**src/rtl/subtractor_64bit_seq_if.sv**
```systemverilog
// ============================================================================
// Module      : subtractor_64bit_seq_if
// Description : Valid/ready operand and result bundle for the multi-cycle
//               subtractor.
// Revision    : 1.0 - initial release
// ============================================================================
`default_nettype none

interface subtractor_64bit_seq_if #(
    parameter int N = 64
);
    logic         in_valid;
    logic         in_ready;
    logic [N-1:0] inp1;
    logic [N-1:0] inp2;
    logic         out_valid;
    logic         out_ready;
    logic [N-1:0] diff;
    logic         bout;
    logic         ovf;

    modport master (
        output in_valid, inp1, inp2, out_ready,
        input  in_ready, out_valid, diff, bout, ovf
    );

    modport slave (
        input  in_valid, inp1, inp2, out_ready,
        output in_ready, out_valid, diff, bout, ovf
    );
endinterface

`default_nettype wire

```
**src/rtl/subtractor_64bit_seq.sv**
```systemverilog
// ============================================================================
// Module      : subtractor_64bit_seq
// Description : Multi-cycle N-bit subtractor on one N/2-bit add slice, low
//               half then high half, with valid/ready on both sides.
//               Optional macro SUBTRACTOR_SATURATE_EN saturates diff on
//               signed overflow.
// Revision    : 1.0 - initial release
// ============================================================================
`default_nettype none

module subtractor_64bit_seq #(
    parameter int N = 64
) (
    input  wire logic            clk,
    input  wire logic            rst,
    subtractor_64bit_seq_if.slave bus
);
    localparam int M = N / 2;

    if ((N % 2) != 0 || N < 4) begin : g_bad_width
        $error("subtractor_64bit_seq: N must be even and >= 4");
    end

`ifdef SUBTRACTOR_SATURATE_EN
    localparam logic [N-1:0] C_MAX_POS = {1'b0, {(N-1){1'b1}}};
    localparam logic [N-1:0] C_MIN_NEG = {1'b1, {(N-1){1'b0}}};
`endif

    typedef enum logic [1:0] {
        IDLE = 2'd0,
        LOW  = 2'd1,
        HIGH = 2'd2,
        DONE = 2'd3
    } state_t;

    state_t       r_state;
    state_t       w_next_state;

    logic [N-1:0] r_a;
    logic [N-1:0] r_b;
    logic         r_c;
    logic [M-1:0] r_lo;
    logic [N-1:0] r_diff;
    logic         r_bout;
    logic         r_ovf;

    logic [M-1:0] w_slice_a;
    logic [M-1:0] w_slice_b;
    logic         w_slice_cin;
    logic [M:0]   w_slice_sum;
    logic         w_ovf;
    logic [N-1:0] w_diff_hi;

    // The single add slice; its operands are steered by state and zeroed
    // when no half is being computed.
    always_comb begin
        w_slice_a   = '0;
        w_slice_b   = '0;
        w_slice_cin = 1'b0;
        case (r_state)
            LOW: begin
                w_slice_a   = r_a[M-1:0];
                w_slice_b   = ~r_b[M-1:0];
                w_slice_cin = r_c;
            end
            HIGH: begin
                w_slice_a   = r_a[N-1:M];
                w_slice_b   = ~r_b[N-1:M];
                w_slice_cin = r_c;
            end
            default: ;
        endcase
    end

    assign w_slice_sum = {1'b0, w_slice_a} + {1'b0, w_slice_b} + {{M{1'b0}}, w_slice_cin};

    assign w_ovf = (r_a[N-1] != r_b[N-1]) && (w_slice_sum[M-1] != r_a[N-1]);

    always_comb begin
        w_diff_hi = {w_slice_sum[M-1:0], r_lo};
`ifdef SUBTRACTOR_SATURATE_EN
        if (w_ovf) begin
            w_diff_hi = r_a[N-1] ? C_MIN_NEG : C_MAX_POS;
        end
`endif
    end

    always_ff @(posedge clk) begin
        if (rst) begin
            r_state <= IDLE;
        end else begin
            r_state <= w_next_state;
        end
    end

    always_comb begin
        w_next_state = r_state;
        case (r_state)
            IDLE:    if (bus.in_valid) w_next_state = LOW;
            LOW:     w_next_state = HIGH;
            HIGH:    w_next_state = DONE;
            DONE:    if (bus.out_ready) w_next_state = IDLE;
            default: w_next_state = IDLE;
        endcase
    end

    always_ff @(posedge clk) begin
        if (rst) begin
            r_a    <= '0;
            r_b    <= '0;
            r_c    <= 1'b0;
            r_lo   <= '0;
            r_diff <= '0;
            r_bout <= 1'b0;
            r_ovf  <= 1'b0;
        end else begin
            case (r_state)
                IDLE: begin
                    if (bus.in_valid) begin
                        r_a <= bus.inp1;
                        r_b <= bus.inp2;
                        r_c <= 1'b1;
                    end
                end
                LOW: begin
                    r_lo <= w_slice_sum[M-1:0];
                    r_c  <= w_slice_sum[M];
                end
                HIGH: begin
                    r_diff <= w_diff_hi;
                    r_bout <= ~w_slice_sum[M];
                    r_ovf  <= w_ovf;
                end
                default: ;
            endcase
        end
    end

    assign bus.in_ready  = (r_state == IDLE);
    assign bus.out_valid = (r_state == DONE);
    assign bus.diff      = r_diff;
    assign bus.bout      = r_bout;
    assign bus.ovf       = r_ovf;

endmodule

`default_nettype wire

```
**src/flat_wrapper.sv**
```systemverilog
// flat-port wrapper written by rule: the top's interface ports become plain ports
module subtractor_64bit_seq_flat 
#(
    parameter int N = 64
)
  (clk, rst, bus_in_valid, bus_inp1, bus_inp2, bus_out_ready, bus_in_ready, bus_out_valid, bus_diff, bus_bout, bus_ovf);
  subtractor_64bit_seq_if #(.N(N)) bus_i ();
  input  wire logic clk;
  input  wire logic rst;
  input wire logic [$bits(bus_i.in_valid)-1:0] bus_in_valid;
  input wire logic [$bits(bus_i.inp1)-1:0] bus_inp1;
  input wire logic [$bits(bus_i.inp2)-1:0] bus_inp2;
  input wire logic [$bits(bus_i.out_ready)-1:0] bus_out_ready;
  output wire logic [$bits(bus_i.in_ready)-1:0] bus_in_ready;
  output wire logic [$bits(bus_i.out_valid)-1:0] bus_out_valid;
  output wire logic [$bits(bus_i.diff)-1:0] bus_diff;
  output wire logic [$bits(bus_i.bout)-1:0] bus_bout;
  output wire logic [$bits(bus_i.ovf)-1:0] bus_ovf;
  assign bus_i.in_valid = bus_in_valid;
  assign bus_i.inp1 = bus_inp1;
  assign bus_i.inp2 = bus_inp2;
  assign bus_i.out_ready = bus_out_ready;
  assign bus_in_ready = bus_i.in_ready;
  assign bus_out_valid = bus_i.out_valid;
  assign bus_diff = bus_i.diff;
  assign bus_bout = bus_i.bout;
  assign bus_ovf = bus_i.ovf;
  subtractor_64bit_seq #(.N(N)) u_core (.clk(clk), .rst(rst), .bus(bus_i));
endmodule
```
**config.mk**
```make
export PLATFORM = sky130hd
export DESIGN_NAME = subtractor_64bit_seq_flat
export DESIGN_NICKNAME = d
export VERILOG_FILES = /design/src/rtl/subtractor_64bit_seq_if.sv /design/src/rtl/subtractor_64bit_seq.sv /design/src/flat_wrapper.sv
export SDC_FILE = /design/constraint.sdc
export NUM_CORES = 1
export LEC_CHECK = 0
export BUFFER_PORTS_ARGS = -buffer_cell sky130_fd_sc_hd__buf_2
export CAP_MARGIN = 20
export CELL_PAD_IN_SITES_DETAIL_PLACEMENT = 1
export CELL_PAD_IN_SITES_GLOBAL_PLACEMENT = 1
export CORE_ASPECT_RATIO = 1.1
export CORE_MARGIN = 4
export CORE_UTILIZATION = 37
export CTS_CLUSTER_SIZE = 30
export DETAILED_ROUTE_END_ITERATION = 16
export PLACE_DENSITY_LB_ADDON = 0.1
export SYNTH_ARGS = -nofsm -noshare
export SYNTH_HDL_FRONTEND = slang
export SYNTH_SLANG_ARGS = --single-unit
```
**constraint.sdc**
```tcl
create_clock -name clk -period 3.9 [get_ports clk]
set_input_delay 0.39 -clock clk [delete_from_list [all_inputs] [get_ports clk]]
set_output_delay 0.39 -clock clk [all_outputs]
set_load 0.02 [all_outputs]
```
==> results_dict.tcl, run 1 <==
set metrics [dict create \
    avgSynthCellArea_um2 8.06 \
    core.rowCount 65 \
    cts_tree "done" \
    muxShareOfSynthArea 0.0642 \
    design.portCount 200 \
    detail_route.vias_per_cell 5.24 \
    drive_gt1_frac 0.197 \
    hold_path.class "input port to flip-flop" \
    whs_ns 0.110 \
    total_of_flip_flops_plus_latches_after_synthesis 229 \
    cts-buffers-inserted 25 \
    synth_edf_count 0 \
    wire_length_of_the_first_global_routing_pass_um 54800 \
    combinational_family_with_the_most_area_after_synthesis "simple AND/OR/NAND/NOR gates" \
    final_cell_area_mm2 0.0131 \
    synth_simple_gate_area_share 0.215 \
    synthesis.nets 1504 \
    worstPathRequired_ns 4.30 \
    cts_max_path_buffers 3 \
    ctsRootBufferMaster "sky130_fd_sc_hd__clkbuf_16" \
    place.port_buffers 199 \
    drc 0 \
    place_congestion 0.930 \
    clock_latency_ns 0.51 \
    totalNegativeSetupSlack_ns 0 \
    dieWidth_um 171 \
    worst_setup_path_start_kind "flip-flop" \
    maximum_frequency_from_static_timing_analysis_mhz 267 \
    pin_count_of_the_biggest_net_entering_global_routing 131 \
    total_overflow_reported_by_the_global_router 0 \
    worst-path-max-fanout 15 \
    routed-via-count 9892 \
    dpl_cell_area_mm2 0.0122 \
    finalHoldViolCount 0 \
    timing.final.crit_share 0.961 \
    crit_path_arrival_time_ns 4.15 \
    synth_xor_area_frac 0.0187 \
    syn_inst 1334 \
    htreeDepth 1 \
    synth-compound-area-share 0.189 \
    synthFlopType "sky130_fd_sc_hd__dfxtp_1" \
    totalWireLength_um 35400 \
    floorplan.core_area_mm2 0.0287 \
    async_flop_share 0 \
    syn2layout_area_growth_pct 21.5 \
    worst-slew-pin-transition_ns 1.04 \
    fillerInstances 3509 \
    final_number_of_setup_violating_endpoints 0 \
    antenna_cells 0 \
    timing.critical_path.to_type "flip-flop" \
    power_per_cell_area_mw_per_mm2 673 \
    tritoncts_sinks 229 \
    drv_cap 0 \
    die_h_um 187 \
    synth_sequential_area_ratio 0.426 \
    syn-cell-area_mm2 0.0108 \
    grt_pass1_vias 10100 \
    design.final.nets 1675 \
    synthAdderAreaFrac 0.0456 \
    initial_detailed_routing_violation_count 508 \
    final.setup_skew_ns 0.00954 \
    grtUsageTotal 0.213 \
    yosys_warnings 0 \
    power.static_leakage_uw 0.00555 \
    path_class "flip-flop to flip-flop" \
    netlist-cell-type-count 56 \
    dp.final_hpwl_um 26400 \
    antenna_found_initial 0 \
    design.die.area_mm2 0.0319 \
    wl_per_cell_um 18.8 \
    drt_first_pass_iters 4 \
    clk_pin_slew_worst_paths_ns 0.06 \
    timing.max_slew.rel_slack 0.305 \
    maxSlewViolCount 0 \
    ant_nets 0 \
    outcome "finished, final reports clean" \
    grt_setup_unrepaired "no" \
    timing.final.crit_period_ns 3.75 \
    initial_core_util 0.375 \
    ir_worst_vdd_mv 0.374 \
]
## area by class of cell
type | instances | area [µm²] | area share
multi-input combinational | 990 | 5780 | 0.442
timing repair buffer | 242 | 1410 | 0.108
tap | 368 | 460 | 0.0353
clock buffer | 38 | 704 | 0.0539
clock inverter | 4 | 51.3 | 0.00393
inverter | 17 | 70.1 | 0.00537
sequential | 229 | 4590 | 0.351
## per-layer routing
metal | global-route usage | up-vias | share of wire
met4 | 0.0568 | 0 | 0.032
met1 | 0.277 | 4717 | 0.44
met5 | 0 | - | 0
li1 | - | 4919 | -
met2 | 0.369 | 200 | 0.49
met3 | 0.0288 | 56 | 0.043
## path summary, 6_finish.rpt
path              slack (ns)  cells past startpoint                            to                      startpoint
setup reg to reg        0.15                     16  u_core.r_lo[29]$_SDFFE_PP0N_  u_core.r_state[0]$_SDFFE_PP0P_
hold / removal          0.11                      3   u_core.r_b[48]$_SDFFE_PP0P_                    bus_inp2[48]
setup / recovery        0.15                     16  u_core.r_lo[29]$_SDFFE_PP0N_  u_core.r_state[0]$_SDFFE_PP0P_
hold reg to reg         0.45                      2   u_core.r_a[40]$_SDFFE_PP0P_     u_core.r_a[40]$_SDFFE_PP0P_
## sequential cells by signal, indices dropped and copies added (netlist names)
name / flops
u_core.r_lo: 32
u_core.r_a: 64
u_core.bus.diff: 64
u_core.r_c: 1
u_core.r_b: 64
u_core.bus.bout: 1
u_core.bus.ovf: 1
u_core.r_state: 2
## what timing repair did
action,in CTS,in global routing
cloned,0,1
endpoints found under the setup margin,3,24
pin swaps,1,2
buffers inserted,0,2
gates resized for setup,1,9
hold buffers,0,0
## critical path, cell delays in order, from the launching register on
cell and delay [ns]:
sky130_fd_sc_hd__dfxtp_2 0.38, sky130_fd_sc_hd__inv_2 0.08, sky130_fd_sc_hd__ha_4 0.18, sky130_fd_sc_hd__clkinvlp_4 0.08, sky130_fd_sc_hd__buf_12 0.14, sky130_fd_sc_hd__o22ai_1 0.07, sky130_fd_sc_hd__and2_1 0.18, sky130_fd_sc_hd__fa_1 0.44
sky130_fd_sc_hd__buf_4 0.16, sky130_fd_sc_hd__a211oi_2 0.23, sky130_fd_sc_hd__o21ai_2 0.12, sky130_fd_sc_hd__o221a_4 0.25, sky130_fd_sc_hd__o21ba_1 0.23, sky130_fd_sc_hd__a221oi_4 0.33, sky130_fd_sc_hd__nor4_1 0.12, sky130_fd_sc_hd__or3_1 0.39
sky130_fd_sc_hd__a41o_1 0.25
## metrics by stage
step	setup slack (ns)	total power, µW	instances	utilization
CTS	0.0156	8830	1885	0.452
detailed placement	0.0381	6590	1843	0.426
finish	0.153	8790	1888	0.455
global route	0.0222	9350	1888	0.455
global placement	0.112	6520	1843	0.426
floorplan	0.122	5270	1334	-
## logic make-up (layout without fill, tap and decap cells)
kind of cell / after synthesis / after routing
mux: 69 / 69
simple gates: 531 / 531
compound gates: 329 / 329
fa+ha+maj: 38 / 38
buf+inv: 115 / 301
xor+xnor: 23 / 23
flops: 229 / 229
## cell usage after synthesis, types with 4 or more instances
cell type,n,area share
sky130_fd_sc_hd__nor2_1,99,0.035
sky130_fd_sc_hd__dfxtp_1,229,0.43
sky130_fd_sc_hd__and3_1,5,0.0029
sky130_fd_sc_hd__nor2b_1,34,0.020
sky130_fd_sc_hd__nand4_1,9,0.0052
sky130_fd_sc_hd__o21a_1,6,0.0042
sky130_fd_sc_hd__nand2_1,302,0.11
sky130_fd_sc_hd__nor4_1,6,0.0035
sky130_fd_sc_hd__xnor2_1,13,0.011
sky130_fd_sc_hd__a31o_2,6,0.0049
sky130_fd_sc_hd__mux2i_1,69,0.064
sky130_fd_sc_hd__nor3_1,8,0.0037
sky130_fd_sc_hd__o22ai_1,39,0.023
sky130_fd_sc_hd__ha_1,36,0.042
sky130_fd_sc_hd__a21boi_0,5,0.0035
sky130_fd_sc_hd__xor2_1,10,0.0081
sky130_fd_sc_hd__a22oi_1,31,0.022
sky130_fd_sc_hd__buf_1,14,0.0049
sky130_fd_sc_hd__a31oi_1,6,0.0035
sky130_fd_sc_hd__o21bai_1,5,0.0035
sky130_fd_sc_hd__clkbuf_1,83,0.029
sky130_fd_sc_hd__nand3_1,14,0.0065
sky130_fd_sc_hd__a32oi_1,4,0.0033
sky130_fd_sc_hd__a211oi_1,4,0.0028
sky130_fd_sc_hd__inv_1,15,0.0052
sky130_fd_sc_hd__o21ai_0,19,0.0088
sky130_fd_sc_hd__o211ai_1,4,0.0028
sky130_fd_sc_hd__a21oi_1,161,0.075
sky130_fd_sc_hd__a21o_1,18,0.013
sky130_fd_sc_hd__and2_1,39,0.023
## cells in the final DEF, fill, tap and decap left out, types with 12 or more instances in the layout
| cell type | instances |
|---|---|
| sky130_fd_sc_hd__a21oi_1 | 161 |
| sky130_fd_sc_hd__nor2b_1 | 34 |
| sky130_fd_sc_hd__nor2_1 | 99 |
| sky130_fd_sc_hd__and2_1 | 38 |
| sky130_fd_sc_hd__ha_1 | 34 |
| sky130_fd_sc_hd__xnor2_1 | 12 |
| sky130_fd_sc_hd__o21ai_0 | 19 |
| sky130_fd_sc_hd__a22oi_1 | 31 |
| sky130_fd_sc_hd__buf_2 | 198 |
| sky130_fd_sc_hd__o22ai_1 | 39 |
| sky130_fd_sc_hd__dfxtp_1 | 227 |
| sky130_fd_sc_hd__nand3_1 | 14 |
| sky130_fd_sc_hd__inv_1 | 14 |
| sky130_fd_sc_hd__clkbuf_16 | 26 |
| sky130_fd_sc_hd__mux2i_1 | 69 |
| sky130_fd_sc_hd__nand2_1 | 301 |
| sky130_fd_sc_hd__a21o_1 | 18 |
| sky130_fd_sc_hd__buf_4 | 36 |
## where the power goes
part / internal [µW] / switching, µW / leakage (µW)
logic: 1370 / 2250 / 0.00332
registers: 2700 / 254 / 0.00187
clock network: 1300 / 919 / 0.000369
total: 5370 / 3420 / 0.00555
Power figures use the tool's default switching activity.
==> inputs of run 2 (changes only) <==
--- a/config.mk
+++ b/config.mk
@@ -14,7 +14,7 @@
 export CORE_UTILIZATION = 37
 export CTS_CLUSTER_SIZE = 30
 export DETAILED_ROUTE_END_ITERATION = 16
-export PLACE_DENSITY_LB_ADDON = 0.1
+export PLACE_DENSITY = 0.81
 export SYNTH_ARGS = -nofsm -noshare
 export SYNTH_HDL_FRONTEND = slang
 export SYNTH_SLANG_ARGS = --single-unit
==> results_dict.tcl, run 2 (synthesis results as in run 1) <==
set metrics [dict create \
    maximum_frequency_from_static_timing_analysis_mhz 269 \
    final_number_of_setup_violating_endpoints 0 \
    maxSlewViolCount 0 \
    grtUsageTotal 0.213 \
    design.final.nets 1665 \
    total_overflow_reported_by_the_global_router 0 \
    drc 0 \
    path_class "flip-flop to flip-flop" \
    cts_post_setup_buffers_inserted 0 \
    r2r_cells 17 \
    final_cell_area_mm2 0.0130 \
    mostFrequentLayoutCell "sky130_fd_sc_hd__nand2_1" \
    clock_latency_ns 0.52 \
    antenna_found_initial 1 \
    drv_cap 0 \
    finalHoldViolCount 0 \
    dp_worst_setup_slack_ns 0.0934 \
    critical_path.slowest_cell "sky130_fd_sc_hd__xnor2_1" \
    hold_path.class "input port to flip-flop" \
    cts_max_path_buffers 3 \
    power_per_cell_area_mw_per_mm2 677 \
    timing.max_slew.rel_slack 0.275 \
    wire_length_of_the_first_global_routing_pass_um 54600 \
    max_stage_delay_ns 0.42 \
    grt_setup_unrepaired "no" \
    power.static_leakage_uw 0.00550 \
    most-common-layout-cells "sky130_fd_sc_hd__nand2_1, sky130_fd_sc_hd__dfxtp_1, sky130_fd_sc_hd__buf_2" \
    ctsRootBufferMaster "sky130_fd_sc_hd__clkbuf_16" \
    worst-r2r-setup-slack_ns 0.18 \
    dpl_cell_area_mm2 0.0122 \
    floorplan.core_area_mm2 0.0287 \
    wl_per_cell_um 18.8 \
    outcome "finished, final reports clean" \
    worstPathRequired_ns 4.35 \
    design_power_total_uw 8780 \
    ir_worst_vdd_mv 0.416 \
    antenna_cells 0 \
    drt_first_pass_iters 5 \
    cts-buffers-inserted 24 \
    timing.critical_path.cells "inv_1, ha_4, clkinv_1, o22ai_1, and2_1, fa_1, inv_1, fa_1, nor2b_1, o211ai_1, a31oi_2, a21bo_2, buf_4, a31oi_1, xnor2_1, mux2i_1, nor2_1" \
    totalNegativeSetupSlack_ns 0 \
    crit-reg2reg-launch "u_core.r_state[0]$_SDFFE_PP0P_" \
    fillerInstances 3524 \
    place.port_buffers 199 \
    dieWidth_um 171 \
    dp.final_hpwl_um 26400 \
    ant_nets 0 \
    regToRegEndpoint "u_core.r_lo[16]$_SDFFE_PP0N_" \
    syn2layout_area_growth_pct 20.7 \
    final.setup_skew_ns 0.0152 \
    place_congestion 0.956 \
    design.die.area_mm2 0.0319 \
    crit_path_arrival_time_ns 4.17 \
    cts_tree "done" \
    clk_pin_slew_worst_paths_ns 0.06 \
    drive_gt1_frac 0.193 \
    detail_route.vias_per_cell 5.31 \
    hold_path_depth 3 \
    tritoncts_sinks 229 \
    pin_count_of_the_biggest_net_entering_global_routing 129 \
    holdPathEnd "u_core.r_a[60]$_SDFFE_PP0P_" \
    routed-via-count 9978 \
    initial_detailed_routing_violation_count 561 \
    totalWireLength_um 35300 \
    worst-path-max-fanout 5 \
    grt_pass1_vias 10200 \
    min-delay-start "bus_inp1[60]" \
    worst_slack_ns 0.180 \
    timing.critical_path.to_type "flip-flop" \
    initial_core_util 0.375 \
    timing.final.crit_period_ns 3.72 \
    worst-slew-pin-transition_ns 1.09 \
    timing.final.crit_share 0.954 \
    design.portCount 200 \
    core.rowCount 65 \
    worst_setup_path_start_kind "flip-flop" \
    die_h_um 187 \
    htreeDepth 1 \
]
## run 2: cell count changes in the layout (fill, tap and decap cells not counted), sizes merged
cell	change
clkinv	+4
inv	-1
clkinvlp	-1
buf	-8
bufinv	+1
clkbuf	-5
## run 2: cell type report
| class | count | area (µm²) | area share |
|---|---|---|---|
| multi-input combinational | 990 | 5780 | 0.446 |
| clock buffer | 34 | 679 | 0.0524 |
| sequential | 229 | 4590 | 0.353 |
| tap | 368 | 460 | 0.0355 |
| timing repair buffer | 233 | 1310 | 0.101 |
| inverter | 17 | 63.8 | 0.00492 |
| clock inverter | 7 | 96.3 | 0.00743 |
## run 2: stage by stage
step	cells	utilization	hold WS, ns
CTS	1878	0.450	0.0835
global route	1878	0.452	0.0896
finish	1878	0.452	0.106
global placement	1837	0.423	0.442
floorplan	1334	-	0.436
detailed placement	1837	0.423	0.449
## run 2: worst max path at each step
stage                              startpoint                          endpoint  slack (ns)  cells past startpoint
2_1_floorplan  u_core.r_state[1]$_SDFFE_PP0P_  u_core.bus.diff[61]$_SDFFE_PP0N_        0.12                     16
3_3_place_gp   u_core.r_state[0]$_SDFFE_PP0P_       u_core.bus.ovf$_SDFFE_PP0N_        0.17                     14
3_5_place_dp   u_core.r_state[0]$_SDFFE_PP0P_  u_core.bus.diff[61]$_SDFFE_PP0N_        0.09                     14
4_1_cts        u_core.r_state[0]$_SDFFE_PP0P_      u_core.r_lo[28]$_SDFFE_PP0N_        0.08                     15
5_1_grt        u_core.r_state[0]$_SDFFE_PP0P_      u_core.r_lo[29]$_SDFFE_PP0N_      0.0003                     13
6_report       u_core.r_state[0]$_SDFFE_PP0P_      u_core.r_lo[16]$_SDFFE_PP0N_        0.18                     17
## run 2: per-layer routing
metal / GRT usage / routed length, µm
met4: 0.0704 / 1220
met5: 0 / 13
met1: 0.271 / 15100
met3: 0.0324 / 1700
met2: 0.368 / 17300
## run 2: worst max-delay path, delay by kind of cell, from the launching register on
kind | cells | cell delay (ns)
adder cells (fa/ha/maj) | 3 | 0.80
multiplexers | 1 | 0.15
buffers and inverters | 4 | 0.50
XOR/XNOR | 1 | 0.42
AO/OA/AOI/OAI | 5 | 0.91
AND/OR/NAND/NOR | 3 | 0.51
flip-flops | 1 | 0.34
## run 2: power by group
group	switching [µW]	total (µW)	internal, µW
registers	242	2940	2700
logic	2280	3560	1280
clock network	931	2270	1340
## run 2: what timing repair did
item	CTS	global route
hold buffers	0	0
resized for setup	0	11
setup endpoints to repair	0	30
==> inputs of run 3 (changes only) <==
--- a/config.mk
+++ b/config.mk
@@ -10,11 +10,12 @@
 export CELL_PAD_IN_SITES_DETAIL_PLACEMENT = 1
 export CELL_PAD_IN_SITES_GLOBAL_PLACEMENT = 1
 export CORE_ASPECT_RATIO = 1.1
-export CORE_MARGIN = 4
+export CORE_MARGIN = 2
 export CORE_UTILIZATION = 37
 export CTS_CLUSTER_SIZE = 30
 export DETAILED_ROUTE_END_ITERATION = 16
 export PLACE_DENSITY = 0.81
+export REMOVE_ABC_BUFFERS = 1
 export SYNTH_ARGS = -nofsm -noshare
 export SYNTH_HDL_FRONTEND = slang
 export SYNTH_SLANG_ARGS = --single-unit
==> results_dict.tcl, run 3 (synthesis results as in run 1) <==
set metrics [dict create \
    outcome "finished, final reports clean" \
    power_per_cell_area_mw_per_mm2 689 \
    dp.cells 1833 \
    grt_pass1_vias 10500 \
    route.met3.wl_um 1550 \
    core.rowCount 65 \
    crit_path_arrival_time_ns 4.14 \
    crit-reg2reg-launch "u_core.r_state[1]$_SDFFE_PP0P_" \
    design.portCount 200 \
    final.setup_skew_ns 0.0182 \
    cts_tree "done" \
    hold_path.class "input port to flip-flop" \
    min-delay-start "bus_inp2[16]" \
    path_class "flip-flop to flip-flop" \
    timing.final.crit_share 0.954 \
    initial_detailed_routing_violation_count 514 \
    r2r_cells 17 \
    timing.critical_path.cells "inv_1, ha_2, inv_4, o22ai_1, and2_1, fa_1, inv_1, fa_1, nor2b_1, o211ai_1, a31oi_2, buf_4, a21bo_2, a21o_4, a21oi_2, nor4_1, a311o_1" \
    ir_worst_vdd_mv 0.371 \
    final-seq-area_mm2 0.00459 \
    totalWireLength_um 34800 \
    worst-r2r-setup-slack_ns 0.18 \
    drive_gt1_frac 0.204 \
    timing.max_slew.rel_slack 0.342 \
    holdPathEnd "u_core.r_b[16]$_SDFFE_PP0P_" \
    multiInputGateArea_mm2 0.00582 \
    dp_worst_setup_slack_ns -0.0124 \
    maxSlewViolCount 0 \
    power.static_leakage_uw 0.00558 \
    floorplan.core_area_mm2 0.0286 \
    final_number_of_setup_violating_endpoints 0 \
    worst_setup_path_start_kind "flip-flop" \
    most-common-layout-cells "sky130_fd_sc_hd__nand2_1, sky130_fd_sc_hd__dfxtp_1, sky130_fd_sc_hd__buf_2" \
    grtUsageTotal 0.221 \
    totalNegativeSetupSlack_ns 0 \
    finalHoldViolCount 0 \
    wl_met2_um 17300 \
    clock_latency_ns 0.54 \
    highest_layer "met4" \
    grt_setup_unrepaired "no" \
    dieWidth_um 167 \
    maximum_frequency_from_static_timing_analysis_mhz 269 \
    max_stage_delay_ns 0.48 \
    instances_no_fill 1884 \
    place.port_buffers 199 \
    ant_nets 0 \
    ctsRootBufferMaster "sky130_fd_sc_hd__clkbuf_16" \
    worst-slew-pin-transition_ns 0.986 \
    tritoncts_sinks 229 \
    design.final.nets 1666 \
    drt_first_pass_iters 5 \
    hold_path_depth 3 \
    fillerInstances 3512 \
    htreeDepth 1 \
    antenna_found_initial 0 \
    cts-buffers-inserted 26 \
    cts_max_path_buffers 3 \
    drc 0 \
    worst-path-max-fanout 8 \
    critical_path.slowest_cell "sky130_fd_sc_hd__fa_1" \
    detail_route.vias_per_cell 5.33 \
    dp.final_hpwl_um 24800 \
    die_h_um 183 \
    syn2layout_area_growth_pct 22.7 \
    place_congestion 0.885 \
    drv_cap 0 \
    m1WireLength_um 15100 \
    timing.critical_path.to_type "flip-flop" \
    routed-via-count 10000 \
    worst_slack_ns 0.179 \
    timing.final.crit_period_ns 3.72 \
    pin_count_of_the_biggest_net_entering_global_routing 93 \
    regToRegEndpoint "u_core.bus.diff[62]$_SDFFE_PP0N_" \
    antenna_cells 0 \
    initial_core_util 0.376 \
    wl_per_cell_um 18.5 \
    wire_length_of_the_first_global_routing_pass_um 55100 \
    mostFrequentLayoutCell "sky130_fd_sc_hd__nand2_1" \
    design.die.area_mm2 0.0304 \
    worstPathRequired_ns 4.32 \
    design_power_total_uw 9080 \
    total_overflow_reported_by_the_global_router 0 \
    clk_pin_slew_worst_paths_ns 0.06 \
]
-- run 3: changes by cell type in the layout (fill, tap and decap cells not counted), moves of 2 or more --
cell and delta:
sky130_fd_sc_hd__clkbuf_16 +2, sky130_fd_sc_hd__a21oi_1 -3, sky130_fd_sc_hd__buf_6 +2, sky130_fd_sc_hd__clkbuf_8 +4, sky130_fd_sc_hd__clkinv_4 -3, sky130_fd_sc_hd__ha_2 +2, sky130_fd_sc_hd__ha_1 -3, sky130_fd_sc_hd__clkinv_2 +4
sky130_fd_sc_hd__clkbuf_1 -3, sky130_fd_sc_hd__buf_4 -6, sky130_fd_sc_hd__a21oi_2 +3, sky130_fd_sc_hd__buf_12 +3
-- run 3: metal layers --
layer | GRT usage | vias to the layer above
li1 | - | 4893
met1 | 0.279 | 4854
met2 | 0.397 | 244
met3 | 0.0283 | 54
met4 | 0.0614 | 0
met5 | 0 | -
-- run 3: worst max-delay path, delay by kind of cell (launching register included) --
family	cells	cell delay, ns
flip-flops	1	0.38
AND/OR/NAND/NOR	3	0.33
buffers and inverters	4	0.49
AO/OA/AOI/OAI	7	1.48
adder cells (fa/ha/maj)	3	0.92
-- run 3: stage by stage --
step | utilization | hold slack (ns) | area (µm²)
2_1_floorplan | - | 0.430 | 10400
3_3_place_gp | 0.425 | 0.443 | 12200
3_5_place_dp | 0.425 | 0.449 | 12200
4_1_cts | 0.458 | 0.0726 | 13100
5_1_grt | 0.461 | 0.0822 | 13200
6_report | 0.461 | 0.0874 | 13200
-- run 3: layout make-up --
| cell class | instances | area share |
|---|---|---|
| inverters | 17 | 0.00503 |
| well taps | 368 | 0.0349 |
| flip-flops and latches | 229 | 0.348 |
| clock buffers | 37 | 0.0586 |
| clock inverters | 11 | 0.0103 |
| multi-input cells | 990 | 0.441 |
| repair buffers | 232 | 0.103 |
-- run 3: what timing repair did --
action / CTS / global route
setup endpoints to repair: 2 / 19
hold buffers: 0 / 0
pin swaps: 0 / 2
setup buffers: 0 / 3
gates resized for setup: 1 / 19
-- run 3: worst max path at each step --
| stage | endpoint | start | slack (ns) | cells after the start |
|---|---|---|---|---|
| after CTS | u_core.bus.diff[62]$_SDFFE_PP0N_ | u_core.r_state[1]$_SDFFE_PP0P_ | 0.01 | 17 |
| after global routing | u_core.bus.diff[61]$_SDFFE_PP0N_ | u_core.r_state[1]$_SDFFE_PP0P_ | 0.001 | 14 |
| after floorplan | u_core.bus.diff[62]$_SDFFE_PP0N_ | u_core.r_state[0]$_SDFFE_PP0P_ | -3.67 | 16 |
| after detailed placement | u_core.bus.diff[62]$_SDFFE_PP0N_ | u_core.r_state[1]$_SDFFE_PP0P_ | -0.01 | 15 |
| after global placement | u_core.r_lo[30]$_SDFFE_PP0N_ | u_core.r_state[1]$_SDFFE_PP0P_ | 0.16 | 17 |
| final | u_core.bus.diff[62]$_SDFFE_PP0N_ | u_core.r_state[1]$_SDFFE_PP0P_ | 0.18 | 17 |
-- run 3: power breakdown --
part | leakage, µW | internal, µW | total, µW | switching, µW
clock | 0.000451 | 1580 | 2590 | 1010
sequential | 0.00187 | 2700 | 2930 | 233
combinational | 0.00326 | 1350 | 3560 | 2210
